===== config.mk =====
export PLATFORM = sky130hd
export DESIGN_NAME = alu_op_sequencer_flat
export DESIGN_NICKNAME = d
export VERILOG_FILES = /design/src/rtl/alu_op_sequencer_if.sv /design/src/rtl/alu_op_sequencer.sv /design/src/flat_wrapper.sv
export SDC_FILE = /design/constraint.sdc
export NUM_CORES = 1
export LEC_CHECK = 0
export ABC_AREA = 1
export CAP_MARGIN = 10
export CORE_ASPECT_RATIO = 1.2
export CORE_MARGIN = 2
export CORE_UTILIZATION = 42
export DETAILED_ROUTE_END_ITERATION = 7
export PLACE_DENSITY_LB_ADDON = 0.15
export SYNTH_ARGS = -nofsm -noshare
export SYNTH_HDL_FRONTEND = slang
export SYNTH_SLANG_ARGS = --single-unit

===== constraint.sdc =====
create_clock -name i_clk -period 1.8 [get_ports i_clk]
set_input_delay 0.27 -clock i_clk [delete_from_list [all_inputs] [get_ports i_clk]]
set_output_delay 0.27 -clock i_clk [all_outputs]
set_load 0.03 [all_outputs]

===== src/rtl/alu_op_sequencer_if.sv =====
// Command/response handshake plus the 16-bit ALU pin bundle for alu_op_sequencer.
// slave  : the sequencer side (takes commands, drives the ALU).
// master : the controller + ALU side (issues commands, returns ALU result/flags).
interface alu_op_sequencer_if;
  logic        cmd_valid;
  logic        cmd_ready;
  logic [3:0]  cmd_op;
  logic [31:0] cmd_a;
  logic [31:0] cmd_b;
  logic        rsp_valid;
  logic        rsp_ready;
  logic [31:0] rsp_data;
  logic [3:0]  rsp_flags;
  logic        rsp_err;
  logic [15:0] alu_a;
  logic [15:0] alu_b;
  logic [4:0]  alu_funsel;
  logic        alu_wf;
  logic [15:0] alu_out;
  logic [3:0]  alu_flags;

  modport master (
    output cmd_valid, cmd_op, cmd_a, cmd_b, rsp_ready, alu_out, alu_flags,
    input  cmd_ready, rsp_valid, rsp_data, rsp_flags, rsp_err,
           alu_a, alu_b, alu_funsel, alu_wf
  );

  modport slave (
    input  cmd_valid, cmd_op, cmd_a, cmd_b, rsp_ready, alu_out, alu_flags,
    output cmd_ready, rsp_valid, rsp_data, rsp_flags, rsp_err,
           alu_a, alu_b, alu_funsel, alu_wf
  );
endinterface


===== src/rtl/alu_op_sequencer.sv =====
// alu_op_sequencer: runs 32-bit operations as two chained passes through a
// 16-bit ALU, chaining through the ALU's registered carry flag.
// Optional feature macro: ALUSEQ_ADC32_EN (op 8 = ADC32 when defined,
// otherwise op 8 is reported as illegal).
module alu_op_sequencer #(
  parameter logic [4:0] IDLE_FUNSEL = 5'b10000
) (
  input logic               i_clk,
  input logic               i_rst_n,
  alu_op_sequencer_if.slave io_bus
);

  typedef enum logic [1:0] {S_IDLE, S_PASS1, S_PASS2, S_RESP} state_t;

  localparam logic [3:0] OP_ADD = 4'd0;
  localparam logic [3:0] OP_SUB = 4'd1;
  localparam logic [3:0] OP_AND = 4'd2;
  localparam logic [3:0] OP_OR  = 4'd3;
  localparam logic [3:0] OP_XOR = 4'd4;
  localparam logic [3:0] OP_LSL = 4'd5;
  localparam logic [3:0] OP_LSR = 4'd6;
  localparam logic [3:0] OP_ASR = 4'd7;
`ifdef ALUSEQ_ADC32_EN
  localparam logic [3:0] OP_ADC = 4'd8;
`endif

  state_t      r_state, w_next;
  logic [3:0]  r_op;
  logic [31:0] r_a, r_b, r_data;
  logic        r_err;

  logic        w_legal;
  logic        w_hi_first, w_lo_half, w_in_pass;
  logic        w_is_arith, w_is_shift;
  logic [15:0] w_alu_a, w_alu_b;
  logic [4:0]  w_funsel;
  logic        w_alu_wf;
  logic        w_unused;

  // Decode whether the incoming op is one this build can execute.
  always_comb begin
    w_legal = 1'b0;
    case (io_bus.cmd_op)
      OP_ADD, OP_SUB, OP_AND, OP_OR, OP_XOR,
      OP_LSL, OP_LSR, OP_ASR: w_legal = 1'b1;
`ifdef ALUSEQ_ADC32_EN
      OP_ADC:                 w_legal = 1'b1;
`endif
      default:                w_legal = 1'b0;
    endcase
  end

  // State register.
  always_ff @(posedge i_clk) begin
    if (!i_rst_n) r_state <= S_IDLE;
    else          r_state <= w_next;
  end

  // Next state: illegal ops skip both passes and go straight to a response.
  always_comb begin
    w_next = r_state;
    case (r_state)
      S_IDLE:  if (io_bus.cmd_valid) w_next = w_legal ? S_PASS1 : S_RESP;
      S_PASS1: w_next = S_PASS2;
      S_PASS2: w_next = S_RESP;
      S_RESP:  if (io_bus.rsp_ready) w_next = S_IDLE;
      default: w_next = S_IDLE;
    endcase
  end

  // Right shifts must run the high half first so its bit 0 lands in the carry.
  assign w_hi_first = (r_op == OP_LSR) || (r_op == OP_ASR);
  assign w_in_pass  = (r_state == S_PASS1) || (r_state == S_PASS2);
  assign w_lo_half  = (r_state == S_PASS1) ^ w_hi_first;

  // Command capture on accept, then one result half captured per pass.
  always_ff @(posedge i_clk) begin
    if (!i_rst_n) begin
      r_op   <= 4'd0;
      r_a    <= 32'd0;
      r_b    <= 32'd0;
      r_data <= 32'd0;
      r_err  <= 1'b0;
    end else begin
      case (r_state)
        S_IDLE: if (io_bus.cmd_valid) begin
          r_op   <= io_bus.cmd_op;
          r_a    <= io_bus.cmd_a;
          r_b    <= io_bus.cmd_b;
          r_data <= 32'd0;
          r_err  <= !w_legal;
        end
        S_PASS1, S_PASS2: begin
          if (w_lo_half) r_data[15:0]  <= io_bus.alu_out;
          else           r_data[31:16] <= io_bus.alu_out;
        end
        default: ;
      endcase
    end
  end

  // ALU pin drive: operand half and function per pass, idle function otherwise.
  always_comb begin
    w_alu_a  = 16'd0;
    w_alu_b  = 16'd0;
    w_funsel = IDLE_FUNSEL;
    w_alu_wf = 1'b0;
    if (w_in_pass) begin
      w_alu_wf = 1'b1;
      w_alu_a  = w_lo_half ? r_a[15:0] : r_a[31:16];
      w_alu_b  = w_lo_half ? r_b[15:0] : r_b[31:16];
      case (r_op)
        OP_ADD: w_funsel = (r_state == S_PASS1) ? 5'b10100 : 5'b10101;
        OP_SUB: begin
          // High half of a subtract is A + ~B + carry (carry=1 means no borrow).
          if (r_state == S_PASS1) w_funsel = 5'b10110;
          else begin
            w_funsel = 5'b10101;
            w_alu_b  = ~r_b[31:16];
          end
        end
        OP_AND: w_funsel = 5'b10111;
        OP_OR:  w_funsel = 5'b11000;
        OP_XOR: w_funsel = 5'b11001;
        OP_LSL: w_funsel = (r_state == S_PASS1) ? 5'b11011 : 5'b11110;
        OP_LSR: w_funsel = (r_state == S_PASS1) ? 5'b11100 : 5'b11111;
        OP_ASR: w_funsel = (r_state == S_PASS1) ? 5'b11101 : 5'b11111;
`ifdef ALUSEQ_ADC32_EN
        OP_ADC: w_funsel = 5'b10101;
`endif
        default: begin
          w_funsel = IDLE_FUNSEL;
          w_alu_wf = 1'b0;
        end
      endcase
    end
  end

  // Which ops report the ALU's carry and overflow in the response flags.
  always_comb begin
    w_is_arith = 1'b0;
    w_is_shift = 1'b0;
    case (r_op)
      OP_ADD, OP_SUB:         w_is_arith = 1'b1;
`ifdef ALUSEQ_ADC32_EN
      OP_ADC:                 w_is_arith = 1'b1;
`endif
      OP_LSL, OP_LSR, OP_ASR: w_is_shift = 1'b1;
      default: ;
    endcase
  end

  // ALU Z/N are per-half only; the 32-bit Z/N come from the held result.
  assign w_unused = ^{io_bus.alu_flags[3], io_bus.alu_flags[1]};

  assign io_bus.cmd_ready  = i_rst_n && (r_state == S_IDLE);
  assign io_bus.rsp_valid  = (r_state == S_RESP);
  assign io_bus.rsp_data   = r_data;
  assign io_bus.rsp_err    = r_err;
  assign io_bus.rsp_flags  = ((r_state == S_RESP) && !r_err) ?
                             { (r_data == 32'd0),
                               (w_is_arith || w_is_shift) & io_bus.alu_flags[2],
                               r_data[31],
                               w_is_arith & io_bus.alu_flags[0] } : 4'd0;
  assign io_bus.alu_a      = w_alu_a;
  assign io_bus.alu_b      = w_alu_b;
  assign io_bus.alu_funsel = w_funsel;
  assign io_bus.alu_wf     = w_alu_wf;

endmodule


===== src/flat_wrapper.sv =====
// flat-port wrapper written by rule: the top's interface ports become plain ports
module alu_op_sequencer_flat 
#(
  parameter logic [4:0] IDLE_FUNSEL = 5'b10000
)
  (i_clk, i_rst_n, io_bus_cmd_valid, io_bus_cmd_op, io_bus_cmd_a, io_bus_cmd_b, io_bus_rsp_ready, io_bus_alu_out, io_bus_alu_flags, io_bus_cmd_ready, io_bus_rsp_valid, io_bus_rsp_data, io_bus_rsp_flags, io_bus_rsp_err, io_bus_alu_a, io_bus_alu_b, io_bus_alu_funsel, io_bus_alu_wf);
  alu_op_sequencer_if io_bus_i ();
  input logic i_clk;
  input logic i_rst_n;
  input wire logic [$bits(io_bus_i.cmd_valid)-1:0] io_bus_cmd_valid;
  input wire logic [$bits(io_bus_i.cmd_op)-1:0] io_bus_cmd_op;
  input wire logic [$bits(io_bus_i.cmd_a)-1:0] io_bus_cmd_a;
  input wire logic [$bits(io_bus_i.cmd_b)-1:0] io_bus_cmd_b;
  input wire logic [$bits(io_bus_i.rsp_ready)-1:0] io_bus_rsp_ready;
  input wire logic [$bits(io_bus_i.alu_out)-1:0] io_bus_alu_out;
  input wire logic [$bits(io_bus_i.alu_flags)-1:0] io_bus_alu_flags;
  output wire logic [$bits(io_bus_i.cmd_ready)-1:0] io_bus_cmd_ready;
  output wire logic [$bits(io_bus_i.rsp_valid)-1:0] io_bus_rsp_valid;
  output wire logic [$bits(io_bus_i.rsp_data)-1:0] io_bus_rsp_data;
  output wire logic [$bits(io_bus_i.rsp_flags)-1:0] io_bus_rsp_flags;
  output wire logic [$bits(io_bus_i.rsp_err)-1:0] io_bus_rsp_err;
  output wire logic [$bits(io_bus_i.alu_a)-1:0] io_bus_alu_a;
  output wire logic [$bits(io_bus_i.alu_b)-1:0] io_bus_alu_b;
  output wire logic [$bits(io_bus_i.alu_funsel)-1:0] io_bus_alu_funsel;
  output wire logic [$bits(io_bus_i.alu_wf)-1:0] io_bus_alu_wf;
  assign io_bus_i.cmd_valid = io_bus_cmd_valid;
  assign io_bus_i.cmd_op = io_bus_cmd_op;
  assign io_bus_i.cmd_a = io_bus_cmd_a;
  assign io_bus_i.cmd_b = io_bus_cmd_b;
  assign io_bus_i.rsp_ready = io_bus_rsp_ready;
  assign io_bus_i.alu_out = io_bus_alu_out;
  assign io_bus_i.alu_flags = io_bus_alu_flags;
  assign io_bus_cmd_ready = io_bus_i.cmd_ready;
  assign io_bus_rsp_valid = io_bus_i.rsp_valid;
  assign io_bus_rsp_data = io_bus_i.rsp_data;
  assign io_bus_rsp_flags = io_bus_i.rsp_flags;
  assign io_bus_rsp_err = io_bus_i.rsp_err;
  assign io_bus_alu_a = io_bus_i.alu_a;
  assign io_bus_alu_b = io_bus_i.alu_b;
  assign io_bus_alu_funsel = io_bus_i.alu_funsel;
  assign io_bus_alu_wf = io_bus_i.alu_wf;
  alu_op_sequencer #(.IDLE_FUNSEL(IDLE_FUNSEL)) u_core (.i_clk(i_clk), .i_rst_n(i_rst_n), .io_bus(io_bus_i));
endmodule

Yosys cells after proc, flatten, opt, wreduce, memory -nomap -nowiden

Index checks and enable logic that the tools add are counted.

Register bits after elaboration: 103
Bits of input ports: 92

Equality and inequality tests: 14
Mux-type cells: 27
Bitwise logic cells: 4
Reductions and logical operators: 19

Operators by type and width:

| operator                                       | count |
|---|---|
| 2-to-1 mux 16 bit                              | 8 |
| one-hot mux 32 bit (2 select lines)            | 1 |
| one-hot mux 5 bit (8 select lines)             | 1 |
| zero test 32 bit                               | 1 |
| 2-to-1 mux 32 bit                              | 1 |
| == test 4 x 3 -> 1 bit (second input constant) | 4 |
| inverter 16 bit                                | 1 |
| 2-to-1 mux 2 bit                               | 6 |
| == test 4 x 2 -> 1 bit (second input constant) | 2 |
| one-hot mux 2 bit (4 select lines)             | 1 |
| OR reduction 8 bit                             | 1 |
| 2-to-1 mux 1 bit                               | 6 |
| inequality test 2 bit (second input constant)  | 3 |
| AND reduction 3 bit                            | 2 |
| 2-to-1 mux 5 bit                               | 1 |
| == test 2 bit (second input constant)          | 2 |
| == test 4 x 1 -> 1 bit (second input constant) | 1 |
| zero test 4 bit                                | 1 |
| 2-to-1 mux 4 bit                               | 1 |
| AND reduction 2 bit                            | 2 |
| OR reduction 2 bit                             | 2 |
| logical OR 1 bit                               | 3 |
| 2-to-1 mux 3 bit                               | 1 |
| OR reduction 3 bit                             | 1 |
| 8 further kinds                                | 11 |

Logic depth before layout (Yosys ltp)

Depth after elaboration: 7
Depth in mapped cells: 10
Gate-level depth less buffers: 9

Worst setup path after synthesis

Ideal clock, no wire load.

Path type: register to output
Start: register u_core.r_state[0]
End: output port io_bus_alu_funsel[3]
Arrival time: 2.198 ns
Slack: -0.668 ns
Cell stages (with the launch flop): 8
Path through: dfxtp_1 -> inv_1 -> ha_1 -> clkbuf_1 -> inv_1 -> nor2_1 -> inv_1 -> a21oi_1

Word-level cells in the longest chain between the ends: 3
Elaborated cells on any way between the ends: 4
Classes of those cells: eq/ne (2); mux (1); reduce/logical (1)

Ends and longest elaborated chain:

| what                                                           | RTL line                | source |
|---|---|---|
| start, declared                                                | alu_op_sequencer.sv:27  | `state_t r_state, w_next;` |
| start signal, assigned                                         | alu_op_sequencer.sv:56  | `else r_state <= w_next;` |
| == test 2 x 1 -> 1 bit / == test 2 bit (equally long branches) | alu_op_sequencer.sv:73  | `assign w_in_pass = (r_state == S_PASS1) \|\| (r_state == S_PASS2);` |
| logical OR 1 bit (*)                                           | alu_op_sequencer.sv:73  |  |
| 2-to-1 mux 5 bit (*)                                           | alu_op_sequencer.sv:108 | `if (w_in_pass) begin` |
| end, declared                                                  | flat_wrapper.sv:24      | `output wire logic [$bits(io_bus_i.alu_funsel)-1:0] io_bus_alu_funsel;` |

Mark *: on every way between the ends. The rest lies on a longest branch, timed or not.

Final worst setup path

Start: register u_core.r_state[1]
End: output port io_bus_alu_b[4]

Word-level cells in the longest chain between the ends: 6
Elaborated cells on any way between the ends: 8
Classes of those cells: eq/ne (2); mux (4); bitwise (1); reduce/logical (1)

Ends and longest elaborated chain:

| what                   | RTL line                                                                | source |
|---|---|---|
| == test 2 x 1 -> 1 bit | alu_op_sequencer.sv:73, alu_op_sequencer.sv:74, alu_op_sequencer.sv:116 |  |
| XOR 1 bit              | alu_op_sequencer.sv:74                                                  | `assign w_lo_half = (r_state == S_PASS1) ^ w_hi_first;` |
| 2-to-1 mux 16 bit      | alu_op_sequencer.sv:111                                                 | `w_alu_b = w_lo_half ? r_b[15:0] : r_b[31:16];` |
| 2-to-1 mux 16 bit      | alu_op_sequencer.sv:116                                                 | `if (r_state == S_PASS1) w_funsel = 5'b10110;` |
| 2-to-1 mux 16 bit      | alu_op_sequencer.sv:112                                                 | `case (r_op)` |
| 2-to-1 mux 16 bit (*)  | alu_op_sequencer.sv:108                                                 |  |
| end, declared          | flat_wrapper.sv:23                                                      | `output wire logic [$bits(io_bus_i.alu_b)-1:0] io_bus_alu_b;` |

Marks and branches as above.

==> metrics.md <==
| Metric | Value |
|---|---|
| Switch share | 46.1% |
| Crit. End Element | output port |
| Setup violators final | 37 |
| Vias per std cell | 4.75 |
| Grt met1 use | 29.0% |
| Clock transition at path regs | 80 ps |
| CTS Root Cell | clkbuf_16 |
| Post-synthesis net count | 914 |
| Reg-to-reg slack, setup | 150 ps |
| Top-area cell type share of the netlist area | 39.4% |
| Global-route wire length before repair | 24.7 mm |
| Via count | 5531 |
| Ys async rst share | 0% |
| Met2 Usage GRT | 39.4% |
| Post-synth EDFFs | 0 |
| Pin count of the biggest net entering global routing | 103 |
| Post-Synth Simple-Gate Area | 36.5% |
| Leakage | 3.78 nW |
| Synth warn | 0 |
| Synth Area in XOR/XNOR | 0% |
| Die span in x | 105 um |
| Crit path kind | register to output port |
| Total of max-cap violations | 0 |
| Final #Nets | 1095 |
| Placement Rows | 44 |
| Worst hold start | i_rst_n |
| Post-Syn Area | 5180 um2 |
| FF-to-FF End | u_core.io_bus.rsp_data[10]$_SDFFE_PN0P_ |
| Gr busiest metal | met2 |
| Switch Pwr | 7.26 mW |
| Adder-cell share of the synthesized area | 1.21% |
| GPL Wtd Cong | 0.865 |
| Avg Synthesized Cell Area | 6.34 um2 |
| Port buffer count | 165 |
| Post-synthesis compound-gate area fraction | 10.6% |
| Synth cell types | 27 |
| DIE HEIGHT | 126 um |
| Fin. max-slew vios | 0 |
| Worst R2R Start | u_core.r_state[0]$_SDFFE_PN0P_ |
| Io pins | 169 |
| PnR worst setup slack | -258 ps |
| Fraction of layout cells with a size suffix above 1 | 22.6% |
| Routed Antenna Nets | 0 |
| Tot GR Track Use | 23.0% |
| Minimum clock period | 2060 ps |
| Critical path arrival | 1790 ps |
| Initial drt markers | 182 |
| Final Hold Fails | 0 |
| Synth Flop Type | dfxtp_1 |
| Fin util | 67.7% |
| P_int | 8.49 mW |
| Final Skew | 9.67 ps |
| Failing checks | setup timing |
| Vias in the first global route | 5123 |
| Peak VDD IR | 1.12 mV |
| Area of the multi-input gates | 2860 um2 |
| Core ar. | 12100 um2 |
| Crit path top cell by count | nand2_1 |
| RSZ-0062 raised after global routing | true |
| Crit-path cells | inv_4, ha_4, nand4_4, nand2_8, clkbuf_16, nand2_1, nand3_1, nand2_1, inv_1, buf_6 |
| Top cells by count, synth | 226 x nor2_1, 160 x nand2_1, 102 x dfxtp_1, 95 x inv_1, 90 x o21ai_0 |
| Worst setup SP type | register |
| Largest stage delay on the critical path | 330 ps |
| CTS sink count | 102 |
| Overflow after GRT | 0 |
| Cells on Worst Hold Path | 4 |
| Diode count | 0 |
| GR Layer Usage met3 | 4.66% |
| Clock power frac | 13.6% |
| Register area share after synthesis | 39.4% |
| Num CTS Buffers | 9 |
| Synth area leaders | dfxtp_1 39%, nor2_1 16%, nand2_1 12%, o21ai_0 8.7%, inv_1 6.9% |
| Synth Instances | 817 |
| Routed wire length | 15.7 mm |
| Comb power frac | 63.7% |
| Mux contribution to synthesized area | 0% |
| Post-Place Setup Slack | -82.9 ps |
| Hpwl dp | 10.5 mm |
| Status | finished, violations left |
| Area growth from synthesis to layout | 57.7% |
| TritonCTS clock tree | yes |
| # DRC | 0 |
| Combinational family with the most area after synthesis | simple AND/OR/NAND/NOR gates |
| Post-synthesis register bit count | 102 |
| Hold EP | u_core.io_bus.rsp_data[11]$_SDFFE_PN0P_ |
| Clock Latency Late Sink | 340 ps |
| CP Data Required Time | 1530 ps |
| Share of power burned in registers | 22.8% |
| # fillers | 1050 |
| Routed len/inst | 13.5 um |
| Slowest-stage cell, CP | dfxtp_2 |
| Initial antenna violation count | 0 |
| Post-synth top area cell | dfxtp_1 |
| Die Area | 13200 um2 |
| Worst R2R Path Depth | 8 |
| H-tree Lvls | 3 |
| TritonRoute pass-1 iters | 5 |
| Crit path max fanout | 7 |
| Pwr per Cell Area | 1930 nW/um2 |
| Register area | 2060 um2 |
| Max Freq | 486 MHz |
| Starting Density | 42.9% |
| Hold Crit Class | input pin to register |
| Count leader, synth | nor2_1 |
| Clock Tree Buf Depth | 2 |
| Final period util | 114% |
==> critical path, delay by kind of cell, from the launching register on <==
kind                       cells  cell delay, ps
and+or+nand+nor                5             520
buffers and inverters          4             440
DFF                            1             330
adders and majority gates      1             150
==> power groups by stage <==
stage / combinational, mW / sequential (mW) / clock [mW]
4_1_cts: 9.65 / 3.55 / 2.17
2_1_floorplan: 5.00 / 4.06 / 0
6_report: 10.0 / 3.59 / 2.14
5_1_grt: 10.9 / 3.68 / 2.25
3_5_place_dp: 8.56 / 3.54 / 0
3_3_place_gp: 8.48 / 3.52 / 0
==> per-layer routing <==
layer  part of all wire (%)  vias up  wire length, um
met5                      0        -                0
met4                    1.8        0              278
met3                    5.0       20              788
met2                     50      149             7840
met1                     43     2467             6750
li1                       -     2895                -
==> state kept, by name, summed over array words and instances (netlist names) <==
name,cells
u_core.r_op,4
u_core.io_bus.rsp_data,32
u_core.r_state,2
u_core.r_b,32
u_core.r_a,32
==> how the worst max path moves through the flow <==
stage	depth (start not counted)	slack, ps	endpoint	start
floorplan	7	1	io_bus_alu_funsel[3]	u_core.r_state[1]$_SDFFE_PN0P_
global placement	7	-70	io_bus_alu_funsel[3]	u_core.r_state[0]$_SDFFE_PN0P_
detailed placement	7	-80	io_bus_alu_funsel[3]	u_core.r_state[0]$_SDFFE_PN0P_
CTS	9	-230	io_bus_alu_b[0]	u_core.r_state[1]$_SDFFE_PN0P_
global route	10	-340	io_bus_alu_b[4]	u_core.r_state[1]$_SDFFE_PN0P_
finish	10	-260	io_bus_alu_b[4]	u_core.r_state[1]$_SDFFE_PN0P_
==> kinds of logic after synthesis <==
family,Yosys count
AND/OR/NAND/NOR,454
flip-flops,102
other,1
AO/OA/AOI/OAI,108
adder cells (fa/ha/maj),5
buffers and inverters,147
==> stage by stage <==
| stage | instances | hold WS, ps | instance area, um2 | power [mW] | TNS, ps |
|---|---|---|---|---|---|
| finish | 1164 | 458 | 8160 | 15.8 | -7240 |
| detailed placement | 1137 | 466 | 7170 | 12.1 | -567 |
| floorplan | 817 | 413 | 5250 | 9.06 | 0 |
| global placement | 1137 | 459 | 7170 | 12.0 | -254 |
| global route | 1164 | 504 | 8160 | 16.8 | -10440 |
| CTS | 1161 | 465 | 7970 | 15.4 | -7130 |
==> cell type report <==
cell class / count / share of cell area (%)
clock buffer: 9 / 2.76
clock inverter: 7 / 1.29
inverter: 100 / 4.90
multi-input combinational: 569 / 35.0
sequential: 102 / 25.2
tap: 161 / 2.47
timing repair buffer: 216 / 28.4
==> what timing repair did <==
item | 4_1_cts | 5_1_grt
hold endpoints to repair | 0 | 0
gates resized for setup | 123 | 58
cloned | 2 | 1
endpoints found under the setup margin | 43 | 42
pin swaps | 17 | 21
setup buffers | 7 | 2
hold buffers | 0 | 0
==> cells in the final DEF (no fill, tap or decap), types with 3 or more instances in the layout <==
cell type,synthesis,final
buf_8,0,3
inv_1,95,77
nand3_2,1,10
o21ai_1,0,10
nand2_2,0,18
buf_6,3,46
nand2_1,160,139
o21ai_0,90,77
buf_4,11,27
clkbuf_16,0,10
nand3_1,39,30
nand4_1,17,17
a21oi_1,15,13
inv_4,1,3
nor2_1,226,187
nor2_2,2,30
nand2_4,3,6
nor2_4,1,12
buf_12,0,13
ha_4,0,3
o21ai_2,0,3
clkdlybuf4s50_1,0,120
inv_6,0,3
dfxtp_4,0,4
inv_2,4,17
dfxtp_1,102,96
(Power assumes the default switching activity.)
